`src/rtl/mac_seq_ctrl_pkg.sv`:
```
// Shared types and constants for the MAC sequencing controller.
// Also holds the carry-save helpers used by the Wallace reduction tree.
package mac_seq_ctrl_pkg;

  localparam int unsigned MulW = 16;

  typedef enum logic [1:0] {
    StIdle  = 2'd0,
    StRun   = 2'd1,
    StDrain = 2'd2,
    StDone  = 2'd3
  } state_e;

  function automatic logic [MulW-1:0] csa_sum(input logic [MulW-1:0] x,
                                              input logic [MulW-1:0] y,
                                              input logic [MulW-1:0] z);
    return x ^ y ^ z;
  endfunction

  // Dropping the top carry bit is safe: the full product always fits in MulW bits.
  function automatic logic [MulW-1:0] csa_carry(input logic [MulW-1:0] x,
                                                input logic [MulW-1:0] y,
                                                input logic [MulW-1:0] z);
    return ((x & y) | (x & z) | (y & z)) << 1;
  endfunction

endpackage

```
`src/rtl/mac_seq_ctrl_wallace.sv`:
```
// Combinational 8x8 unsigned Wallace-tree multiplier.
// Eight partial-product rows reduce through four 3:2 levels to a final carry-propagate add.
module mac_seq_ctrl_wallace
  import mac_seq_ctrl_pkg::*;
(
  input  logic [7:0]      a_i,
  input  logic [7:0]      b_i,
  output logic [MulW-1:0] prod_o
);

  logic [MulW-1:0] pp [8];
  logic [MulW-1:0] s1a, c1a, s1b, c1b;
  logic [MulW-1:0] s2a, c2a, s2b, c2b;
  logic [MulW-1:0] s3, c3, s4, c4;

  always_comb begin
    for (int i = 0; i < 8; i++) begin
      pp[i] = b_i[i] ? ({8'b0, a_i} << i) : '0;
    end
    // 8 rows -> 6
    s1a = csa_sum(pp[0], pp[1], pp[2]);
    c1a = csa_carry(pp[0], pp[1], pp[2]);
    s1b = csa_sum(pp[3], pp[4], pp[5]);
    c1b = csa_carry(pp[3], pp[4], pp[5]);
    // 6 rows -> 4
    s2a = csa_sum(s1a, c1a, s1b);
    c2a = csa_carry(s1a, c1a, s1b);
    s2b = csa_sum(c1b, pp[6], pp[7]);
    c2b = csa_carry(c1b, pp[6], pp[7]);
    // 4 rows -> 3 -> 2
    s3  = csa_sum(s2a, c2a, s2b);
    c3  = csa_carry(s2a, c2a, s2b);
    s4  = csa_sum(s3, c3, c2b);
    c4  = csa_carry(s3, c3, c2b);
    prod_o = s4 + c4;
  end

endmodule

```
`src/rtl/mac_seq_ctrl.sv`:
```
// Vector multiply-accumulate sequencer: streams len operand pairs through a registered
// multiplier into a wide accumulator and presents the sum on a valid/ready result port.
module mac_seq_ctrl
  import mac_seq_ctrl_pkg::*;
#(
  parameter int unsigned ACC_W = 24,
  parameter int unsigned LEN_W = 8
) (
  input  logic             clk,
  input  logic             rst,
  input  logic             start,
  input  logic [LEN_W-1:0] len,
  input  logic             in_valid,
  output logic             in_ready,
  input  logic [7:0]       a,
  input  logic [7:0]       b,
  output logic             out_valid,
  input  logic             out_ready,
  output logic [ACC_W-1:0] acc_out,
  output logic             ovf,
  output logic             busy
);

  localparam logic [LEN_W-1:0] CntOne = LEN_W'(1);

  state_e           state_q, state_d;
  logic [LEN_W-1:0] cnt_q, cnt_d;
  logic [ACC_W-1:0] acc_q, acc_d;
  logic             ovf_q, ovf_d;
  logic [MulW-1:0]  prod_q, prod_d;
  logic             prod_v_q, prod_v_d;

  logic [MulW-1:0]  mul_prod;
  logic [ACC_W:0]   acc_sum;
  logic             beat;

  mac_seq_ctrl_wallace u_mul (
    .a_i    (a),
    .b_i    (b),
    .prod_o (mul_prod)
  );

  assign in_ready  = (state_q == StRun);
  assign out_valid = (state_q == StDone);
  assign busy      = (state_q != StIdle);
  assign acc_out   = acc_q;
  assign ovf       = ovf_q;

  assign beat    = in_valid & in_ready;
  assign acc_sum = {1'b0, acc_q} + {{(ACC_W + 1 - MulW){1'b0}}, prod_q};

  always_comb begin
    state_d  = state_q;
    cnt_d    = cnt_q;
    acc_d    = acc_q;
    ovf_d    = ovf_q;
    prod_d   = prod_q;
    prod_v_d = 1'b0;

    if (prod_v_q) begin
      acc_d = acc_sum[ACC_W-1:0];
      if (acc_sum[ACC_W]) begin
        ovf_d = 1'b1;
      end
    end

    unique case (state_q)
      StIdle: begin
        if (start) begin
          acc_d = '0;
          ovf_d = 1'b0;
          if (len != '0) begin
            cnt_d   = len;
            state_d = StRun;
          end else begin
            state_d = StDone;
          end
        end
      end
      StRun: begin
        if (beat) begin
          prod_d   = mul_prod;
          prod_v_d = 1'b1;
          cnt_d    = cnt_q - CntOne;
          if (cnt_q == CntOne) begin
            state_d = StDrain;
          end
        end
      end
      // One extra cycle so the final registered product lands in the accumulator.
      StDrain: begin
        state_d = StDone;
      end
      StDone: begin
        if (out_ready) begin
          state_d = StIdle;
        end
      end
      default: state_d = StIdle;
    endcase
  end

  always_ff @(posedge clk) begin
    if (rst) begin
      state_q  <= StIdle;
      cnt_q    <= '0;
      acc_q    <= '0;
      ovf_q    <= 1'b0;
      prod_q   <= '0;
      prod_v_q <= 1'b0;
    end else begin
      state_q  <= state_d;
      cnt_q    <= cnt_d;
      acc_q    <= acc_d;
      ovf_q    <= ovf_d;
      prod_q   <= prod_d;
      prod_v_q <= prod_v_d;
    end
  end

endmodule

```
`config.mk`:
```
export PLATFORM = sky130hd
export DESIGN_NAME = mac_seq_ctrl
export DESIGN_NICKNAME = d
export VERILOG_FILES = /design/src/rtl/mac_seq_ctrl_pkg.sv /design/src/rtl/mac_seq_ctrl_wallace.sv /design/src/rtl/mac_seq_ctrl.sv
export SDC_FILE = /design/constraint.sdc
export NUM_CORES = 1
export LEC_CHECK = 0
export ABC_AREA = 1
export BUFFER_PORTS_ARGS = -buffer_cell sky130_fd_sc_hd__buf_2
export CAP_MARGIN = 20
export CORE_MARGIN = 2
export CORE_UTILIZATION = 55
export DETAILED_ROUTE_END_ITERATION = 12
export PLACE_DENSITY = 0.75
export SYNTH_ARGS = -nofsm -noshare
export SYNTH_HDL_FRONTEND = slang
export SYNTH_SLANG_ARGS = --single-unit
```
`constraint.sdc`:
```
create_clock -name clk -period 5.2 [get_ports clk]
set_input_delay 0.78 -clock clk [delete_from_list [all_inputs] [get_ports clk]]
set_output_delay 0.78 -clock clk [all_outputs]
set_load 0.1 [all_outputs]
```
==> insert_results.sql, run 1 <==
INSERT INTO impl_metrics (metric_group, metric, value, unit) VALUES
('cts', 'post_cts_repair_resize_count', '0', ''),
('cells_and_area', 'total_inserted_antenna_cells', '0', ''),
('global_route', 'grt_antenna_before_repair', '0', ''),
('synthesis', 'syn-num-nets', '987', ''),
('floorplan', 'floorplan.die.width', '105', 'um'),
('floorplan', 'start_util', '56.7', '%'),
('cells_and_area', 'final_design_area_no_fill', '6030', 'um^2'),
('floorplan', 'pin_count', '57', ''),
('detailed_routing', 'postRouteWirelength', '12100', 'um'),
('floorplan', 'core_area', '9820', 'um^2'),
('worst_hold_path', 'timing.hold.worst.class', 'reg -> reg', ''),
('floorplan', 'num_rows', '36', ''),
('global_route', 'first_global_vias', '4822', ''),
('synthesis', 'netlist_instances', '870', ''),
('timing', 'max_freq', '240', 'MHz'),
('outcome', 'status', 'complete, no violations', ''),
('power_and_ir_drop', 'ir_drop', '0.529', 'mV'),
('setup_path', 'crit_path_largest_cell_delay', '0.54', 'ns'),
('placement', 'final_weighted_congestion_in_routability_driven_placement', '0.952', ''),
('cts', 'cts.hold.buffers_added', '0', ''),
('synthesis', 'synthDistinctLibCells', '35', ''),
('synthesis', 'postSynthRegisterBits', '52', ''),
('setup_path', 'cp_max_delay_cell', 'sky130_fd_sc_hd__fa_1', ''),
('flow_run', 'drv.max_cap_violation_count', '0', ''),
('setup_path', 'worstReg2RegEnd', 'acc_out[12]$_SDFF_PP0_', ''),
('power_and_ir_drop', 'power.density', '353', 'nW/um^2'),
('detailed_routing', 'number_of_search_and_repair_iterations_in_the_first_detailed_routing_pass', '5', ''),
('cts', 'cts-buffers-inserted', '5', ''),
('cts', 'cts.repair_timing.setup_buffer_count', '0', ''),
('global_route', 'grt_overflow_total', '0', ''),
('cells_and_area', 'num-nets-final', '1023', ''),
('synthesis', 'synth_warnings', '0', ''),
('cells_and_area', 'final_layout_size_suffix_gt1_share', '10.0', '%'),
('detailed_routing', 'vias_per_cell', '4.98', ''),
('setup_path', 'crit_path_start', 'b[3]', ''),
('setup_path', 'critical_path.endpoint_type', 'register', ''),
('placement', 'postPlaceCellArea', '5900', 'um^2'),
('timing', 'final.setup.tns', '0', 'ns'),
('synthesis', 'synth_sequential_area_ratio', '18.7', '%'),
('synthesis', 'synth-main-ff-cell', 'sky130_fd_sc_hd__dfxtp_1', ''),
('cts', 'number_of_clock_sinks', '52', ''),
('setup_path', 'critPathTopFamily', 'adder cells', ''),
('timing', 'period_minus_slack', '4.16', 'ns'),
('detailed_routing', 'wl_per_cell', '11.6', 'um'),
('cts', 'ctsHtreeMaxLevel', '2', ''),
('detailed_routing', 'post-route-drc-count', '0', ''),
('setup_path', 'timing.critical_path.fanout_max', '8', ''),
('power_and_ir_drop', 'fin_total_pwr', '2.13', 'mW'),
('timing', 'hold_slack', '0.460', 'ns'),
('setup_path', 'crit_path_cell_trace', 'buf_2 > nand2_1 > inv_1 > fa_1 > inv_1 > fa_1 > fa_1 > fa_1 > inv_1 > ha_1 > a21oi_1 > nor2_1 > o21ai_0 > nand3_1 > nand2_1 > nand3_1 > nand2_1 > inv_1', ''),
('synthesis', 'synth_enable_flop_cells', '0', ''),
('setup_path', 'cp.arrival', '4.37', 'ns'),
('synthesis', 'postSynth.asyncResetShare', '0', '%'),
('setup_path', 'critical_path.startpoint_type', 'input port', ''),
('synthesis', 'netlist.top_cell.by_area', 'sky130_fd_sc_hd__dfxtp_1', ''),
('cts', 'clock_tree_from_tritoncts', 'built', ''),
('setup_path', 'worst-r2r-cell-count', '7', ''),
('timing', 'final_hold_viol_count', '0', ''),
('power_and_ir_drop', 'cellLeakagePower', '3.59', 'nW'),
('detailed_routing', 'detailedRoute.firstIterationViolations', '304', ''),
('global_route', 'grt_first_pass_wirelength', '21800', 'um'),
('timing', 'setup_viol', '0', ''),
('detailed_routing', 'route.vias.total', '5179', ''),
('timing', 'timing_worst_slew_pin_value', '0.928', 'ns'),
('global_route', 'groute.usage.overall', '23.7', '%'),
('setup_path', 'worst_setup_path_endpoint', 'prod_q[14]$_SDFFE_PP0P_', ''),
('synthesis', 'syn-cell-area', '5570', 'um^2'),
('timing', 'final.period_utilization', '80.0', '%'),
('setup_path', 'setup.worst_path.class', 'in -> reg', ''),
('cells_and_area', 'n_fill_cell', '973', ''),
('timing', 'worst_clock_skew', '0.00792', 'ns');
[kinds of logic after synthesis]
kind of cell	Yosys count	share of synthesized area (%)
AO/OA/AOI/OAI	94	9.54
XOR/XNOR	5	0.786
adder cells (fa/ha/maj)	88	25.2
AND/OR/NAND/NOR	411	30.5
buffers and inverters	219	15.1
flip-flops	52	18.7
multiplexers	1	0.202
[metal layers]
layer | share of wire (%) | vias to the layer above | GRT usage, % | wire, um
li1 | - | 2723 | - | -
met1 | 48 | 2316 | 33.8 | 5800
met2 | 45 | 132 | 38.8 | 5480
met3 | 5.7 | 8 | 3.56 | 684
met4 | 0.80 | 0 | 4.10 | 96
met5 | 0 | - | 0 | 0
[power breakdown]
group	switching, mW	internal (mW)
sequential	0.0569	0.474
clock	0.135	0.170
combinational	0.872	0.422
total	1.06	1.07
[per-stage QoR]
step	utilization, %	cells	setup WS, ns
6_report	61.4	1040	1.04
5_1_grt	61.4	1040	0.731
4_1_cts	61.4	1040	1.05
3_5_place_dp	60.1	1032	0.729
3_3_place_gp	60.1	1032	0.794
2_1_floorplan	-	870	0.873
[worst min path at each step]
stage                                from                    end  slack, ns  depth (start not counted)
global route               ovf$_SDFF_PP0_         ovf$_SDFF_PP0_       0.48                          2
global placement           ovf$_SDFF_PP0_         ovf$_SDFF_PP0_       0.44                          2
CTS                        ovf$_SDFF_PP0_         ovf$_SDFF_PP0_       0.46                          2
detailed placement         ovf$_SDFF_PP0_         ovf$_SDFF_PP0_       0.45                          2
finish                     ovf$_SDFF_PP0_         ovf$_SDFF_PP0_       0.46                          2
floorplan           cnt_q[7]$_SDFFE_PP0P_  cnt_q[7]$_SDFFE_PP0P_       0.45                          2
[layout make-up]
| cell class | instances | area (um^2) | area share, % |
|---|---|---|---|
| clock buffers | 7 | 96.3 | 1.60 |
| clock inverters | 1 | 30.0 | 0.498 |
| inverters | 191 | 717 | 11.9 |
| multi-input cells | 599 | 3690 | 61.2 |
| flip-flops and latches | 52 | 1040 | 17.3 |
| well taps | 133 | 166 | 2.76 |
| repair buffers | 57 | 288 | 4.77 |
[sequential cells by signal, indices dropped and copies added (netlist names)]
name,cells
ovf,1
prod_q,16
state_q,2
acc_out,24
cnt_q,8
prod_v_q,1
[worst register-to-register path: stages (launching register included)]
cell	delay, ns
sky130_fd_sc_hd__dfxtp_1	0.41
sky130_fd_sc_hd__inv_1	0.10
sky130_fd_sc_hd__ha_1	0.26
sky130_fd_sc_hd__a21oi_2	0.72
sky130_fd_sc_hd__inv_2	0.29
sky130_fd_sc_hd__nor2_1	0.18
sky130_fd_sc_hd__o21ai_0	0.11
sky130_fd_sc_hd__inv_1	0.06
[synth_stat cells (7+ instances only)]
master and instances:
sky130_fd_sc_hd__a21oi_1 36, sky130_fd_sc_hd__clkbuf_1 20, sky130_fd_sc_hd__dfxtp_1 52, sky130_fd_sc_hd__fa_1 40, sky130_fd_sc_hd__ha_1 48, sky130_fd_sc_hd__inv_1 187, sky130_fd_sc_hd__nand2_1 230, sky130_fd_sc_hd__nand2_2 10
sky130_fd_sc_hd__nand3_1 56, sky130_fd_sc_hd__nand4_1 7, sky130_fd_sc_hd__nor2_1 90, sky130_fd_sc_hd__nor3_1 9, sky130_fd_sc_hd__o211ai_1 9, sky130_fd_sc_hd__o21ai_0 36
[cells in the final DEF, fill, tap and decap left out, drive strengths merged]
cell / instances
a21oi: 40
nor2: 93
xor2: 2
nor4: 1
bufinv: 1
clkbuf: 7
ha: 48
nand3: 58
a21o: 1
dfxtp: 52
nand2: 241
a31oi: 1
buf: 57
inv: 191
mux2: 1
o211ai: 9
and2: 1
o21ai: 37
nand4: 7
a211oi: 3
o22ai: 1
nor3: 9
o21bai: 2
or2: 1
xnor2: 3
fa: 40
(Power assumes the default switching activity.)
==> run 2, diff against run 1 <==
- ABC_AREA: 1 -> 0
- PLACE_DENSITY: 0.75 -> 0.76
- clock period: 5.2 -> 4 ns (I/O delays scaled with it)
==> insert_results.sql, run 2 <==
INSERT INTO impl_metrics (metric_group, metric, value, unit) VALUES
('outcome', 'status', 'finished, violations left', ''),
('outcome', 'failed_checks', 'setup timing', ''),
('setup_path', 'crit_path_cell_trace', 'buf_8 > and2_4 > fa_1 > inv_1 > fa_1 > inv_2 > fa_1 > ha_4 > ha_4 > fa_2 > a21o_1 > a21oi_2 > o21ai_2 > o41ai_2 > xnor2_1 > nand2_1 > a21oi_1', ''),
('timing', 'max_freq', '244', 'MHz'),
('power_and_ir_drop', 'internal_power', '1.53', 'mW'),
('setup_path', 'critical_path.startpoint_type', 'input port', ''),
('global_route', 'grt_overflow_total', '0', ''),
('synthesis', 'postSynthRegisterBits', '52', ''),
('cts', 'number_of_clock_sinks', '52', ''),
('timing', 'final_max_slew_viol_count', '0', ''),
('power_and_ir_drop', 'ir_drop', '0.243', 'mV'),
('cts', 'clock_tree_from_tritoncts', 'built', ''),
('synthesis', 'syn-num-nets', '704', ''),
('setup_path', 'cp_max_delay_cell', 'sky130_fd_sc_hd__fa_1', ''),
('cts', 'cts.hold.buffers_added', '0', ''),
('cells_and_area', 'total_inserted_antenna_cells', '0', ''),
('synthesis', 'synth_warnings', '0', ''),
('timing', 'final.setup.tns', '-0.221', 'ns'),
('detailed_routing', 'number_of_search_and_repair_iterations_in_the_first_detailed_routing_pass', '4', ''),
('setup_path', 'critical_path.endpoint_type', 'register', ''),
('power_and_ir_drop', 'share_seq_of_total_power', '24.5', '%'),
('synthesis', 'post_synth_most_frequent_cells', 'sky130_fd_sc_hd__nand2_1, sky130_fd_sc_hd__dfxtp_1, sky130_fd_sc_hd__inv_1', ''),
('detailed_routing', 'postRouteWirelength', '10400', 'um'),
('setup_path', 'setup.worst_path.class', 'in -> reg', ''),
('timing', 'final_hold_viol_count', '0', ''),
('floorplan', 'chipHeight', '98.3', 'um'),
('worst_hold_path', 'holdCritStartpoint', 'prod_q[9]$_SDFFE_PP0P_', ''),
('timing', 'rsz_0062_raised_after_global_routing', 'yes', ''),
('cells_and_area', 'mostFrequentLayoutCell', 'sky130_fd_sc_hd__nand2_1', ''),
('cts', 'cts-buffers-inserted', '5', ''),
('cts', 'ctsRootBufferMaster', 'sky130_fd_sc_hd__clkbuf_8', ''),
('synthesis', 'synth_enable_flop_cells', '0', ''),
('cts', 'clock_latency', '0.30', 'ns'),
('synthesis', 'post_synth_main_area_contributors', 'sky130_fd_sc_hd__dfxtp_1, sky130_fd_sc_hd__fa_1, sky130_fd_sc_hd__ha_1', ''),
('synthesis', 'postSynth.asyncResetShare', '0', '%'),
('detailed_routing', 'ant_nets', '0', ''),
('cts', 'path_clk_slew', '0.09', 'ns'),
('timing', 'setup_viol', '3', ''),
('worst_hold_path', 'hold_path_end', 'prod_q[9]$_SDFFE_PP0P_', ''),
('global_route', 'groute.usage.overall', '23.0', '%'),
('floorplan', 'pin_count', '57', ''),
('power_and_ir_drop', 'fin_total_pwr', '2.69', 'mW'),
('setup_path', 'crit_path_start', 'b[5]', ''),
('floorplan', 'floorplan.die.width', '98.3', 'um'),
('setup_path', 'worst-r2r-cell-count', '9', ''),
('cts', 'clock_tree.buffer_depth', '2', ''),
('synthesis', 'synth-main-ff-cell', 'sky130_fd_sc_hd__dfxtp_1', ''),
('timing', 'period_minus_slack', '4.10', 'ns'),
('cells_and_area', 'syn_to_final_growth', '18.1', '%'),
('floorplan', 'num_rows', '34', ''),
('synthesis', 'netlist_instances', '587', ''),
('floorplan', 'fp.dieArea', '9660', 'um^2'),
('detailed_routing', 'vias_per_cell', '5.46', ''),
('timing', 'final.period_utilization', '102', '%'),
('power_and_ir_drop', 'cellLeakagePower', '2.64', 'nW'),
('detailed_routing', 'route.vias.total', '4230', ''),
('power_and_ir_drop', 'power.density', '466', 'nW/um^2'),
('detailed_routing', 'detailedRoute.firstIterationViolations', '124', ''),
('placement', 'place.detailed.hpwl', '8610', 'um'),
('setup_path', 'crit_path_largest_cell_delay', '0.55', 'ns'),
('placement', 'numPortBuffers', '56', ''),
('timing', 'timing_worst_slew_pin_value', '0.863', 'ns'),
('timing', 'worst_clock_skew', '0.0124', 'ns'),
('global_route', 'first_global_vias', '4379', ''),
('synthesis', 'post_synth.cell_area_avg', '8.33', 'um^2'),
('cells_and_area', 'final_layout_size_suffix_gt1_share', '21.0', '%'),
('worst_hold_path', 'min_path_cells', '2', ''),
('floorplan', 'start_util', '56.4', '%'),
('setup_path', 'required', '4.24', 'ns'),
('synthesis', 'synth_sequential_area_ratio', '21.3', '%'),
('worst_hold_path', 'timing.hold.worst.class', 'reg -> reg', ''),
('cells_and_area', 'largest_register_ffs', '24', ''),
('setup_path', 'timing.critical_path.buf_inv', '3', ''),
('floorplan', 'core_area', '8680', 'um^2'),
('setup_path', 'critPathTopFamily', 'adder cells', ''),
('synthesis', 'netlist.top_cell.by_area', 'sky130_fd_sc_hd__dfxtp_1', ''),
('setup_path', 'regToRegSetupSlack', '1.48', 'ns'),
('global_route', 'grt_antenna_before_repair', '0', ''),
('cells_and_area', 'num-nets-final', '783', ''),
('flow_run', 'drv.max_cap_violation_count', '0', ''),
('setup_path', 'crit_path_frequent_cell', 'sky130_fd_sc_hd__fa_1', ''),
('setup_path', 'timing.critical_path.fanout_max', '4', ''),
('power_and_ir_drop', 'pwr-share-comb', '64.1', '%'),
('global_route', 'grt_first_pass_wirelength', '18900', 'um'),
('power_and_ir_drop', 'share_of_power_burned_in_the_clock_network', '11.4', '%'),
('detailed_routing', 'wl_per_cell', '13.4', 'um'),
('synthesis', 'synth_most_common_cell', 'sky130_fd_sc_hd__nand2_1', ''),
('detailed_routing', 'post-route-drc-count', '0', ''),
('setup_path', 'rr_startpoint', 'acc_out[0]$_SDFF_PP0_', ''),
('synthesis', 'netlist.area_leader.share', '21.3', '%'),
('synthesis', 'synthDistinctLibCells', '54', ''),
('timing', 'worst_slack', '-0.0992', 'ns'),
('timing', 'worst_slew_margin_rel', '42.4', '%'),
('power_and_ir_drop', 'netSwitchingFraction', '43.2', '%'),
('synthesis', 'syn-cell-area', '4890', 'um^2'),
('global_route', 'grt_max_degree', '30', ''),
('cells_and_area', 'final_cell_mix', 'sky130_fd_sc_hd__nand2_1, sky130_fd_sc_hd__dfxtp_1, sky130_fd_sc_hd__buf_2', ''),
('cts', 'ctsHtreeMaxLevel', '2', ''),
('placement', 'final_weighted_congestion_in_routability_driven_placement', '0.888', ''),
('setup_path', 'worstReg2RegEnd', 'ovf$_SDFF_PP0_', ''),
('power_and_ir_drop', 'net-switching-power', '1.16', 'mW'),
('setup_path', 'cp.arrival', '4.34', 'ns');
## run 2: tightest hold or removal path, cell delays in order, from the launching register on
cell and delay (ns):
sky130_fd_sc_hd__dfxtp_1 0.32, sky130_fd_sc_hd__nand2_1 0.05, sky130_fd_sc_hd__a21oi_1 0.05
## run 2: what timing repair did
item / 4_1_cts / 5_1_grt
gates resized for setup: 12 / 18
setup buffers: 2 / 0
endpoints found under the setup margin: 5 / 8
pin swaps: 18 / 18
## run 2: per-stage QoR
step                      cell area, um^2  std cells  setup WS [ns]  hold slack [ns]  utilization [%]
after floorplan                      4960        587         -0.200            0.436                -
after global placement               5550        765         -0.410            0.447             64.0
after detailed placement             5550        765         -0.560            0.453             64.0
after CTS                            5710        775         -0.153            0.467             65.8
after global routing                 5780        775         -0.301            0.497             66.6
final                                5780        775        -0.0992            0.466             66.6
## run 2: kinds of logic after synthesis
logic type                 synth area share [%]
AOI/OAI and AO/OA                          17.4
xor gates and xnor gates                   4.12
adders and majority gates                  28.6
buffers and inverters                      5.37
DFF                                        21.3
muxes                                      2.25
and+or+nand+nor                            20.9
## run 2: worst max-delay path by stage
stage / endpoint / slack (ns) / depth (start not counted)
2_1_floorplan: prod_q[13]$_SDFFE_PP0P_ / -0.20 / 16
3_5_place_dp: prod_q[13]$_SDFFE_PP0P_ / -0.56 / 17
4_1_cts: prod_q[13]$_SDFFE_PP0P_ / -0.15 / 17
3_3_place_gp: prod_q[13]$_SDFFE_PP0P_ / -0.41 / 17
5_1_grt: prod_q[13]$_SDFFE_PP0P_ / -0.30 / 17
6_report: prod_q[13]$_SDFFE_PP0P_ / -0.1 / 17
## run 2: cell type report
cell class | count | area [um^2]
clock buffer | 7 | 86.3
timing repair buffer | 90 | 572
multi-input combinational | 465 | 3740
inverter | 52 | 195
clock inverter | 1 | 7.51
tap | 108 | 135
sequential | 52 | 1040
fill | 718 | 2900
## run 2: power by group through the flow
stage	Sequential, mW	Clock, mW	Combinational [mW]
final	0.661	0.307	1.73
after global routing	0.674	0.335	1.95
after floorplan	0.675	0	1.18
after global placement	0.672	0	1.56
after detailed placement	0.674	0	1.61
after CTS	0.662	0.320	1.68
## run 2: routing by layer
metal / part of all wire, % / global-route usage [%] / vias up
met2: 50 / 42.0 / 79
met3: 3.0 / 2.22 / 12
met1: 45 / 29.2 / 1985
li1: - / - / 2154
met5: 0 / 0 / -
met4: 1.0 / 6.11 / 0
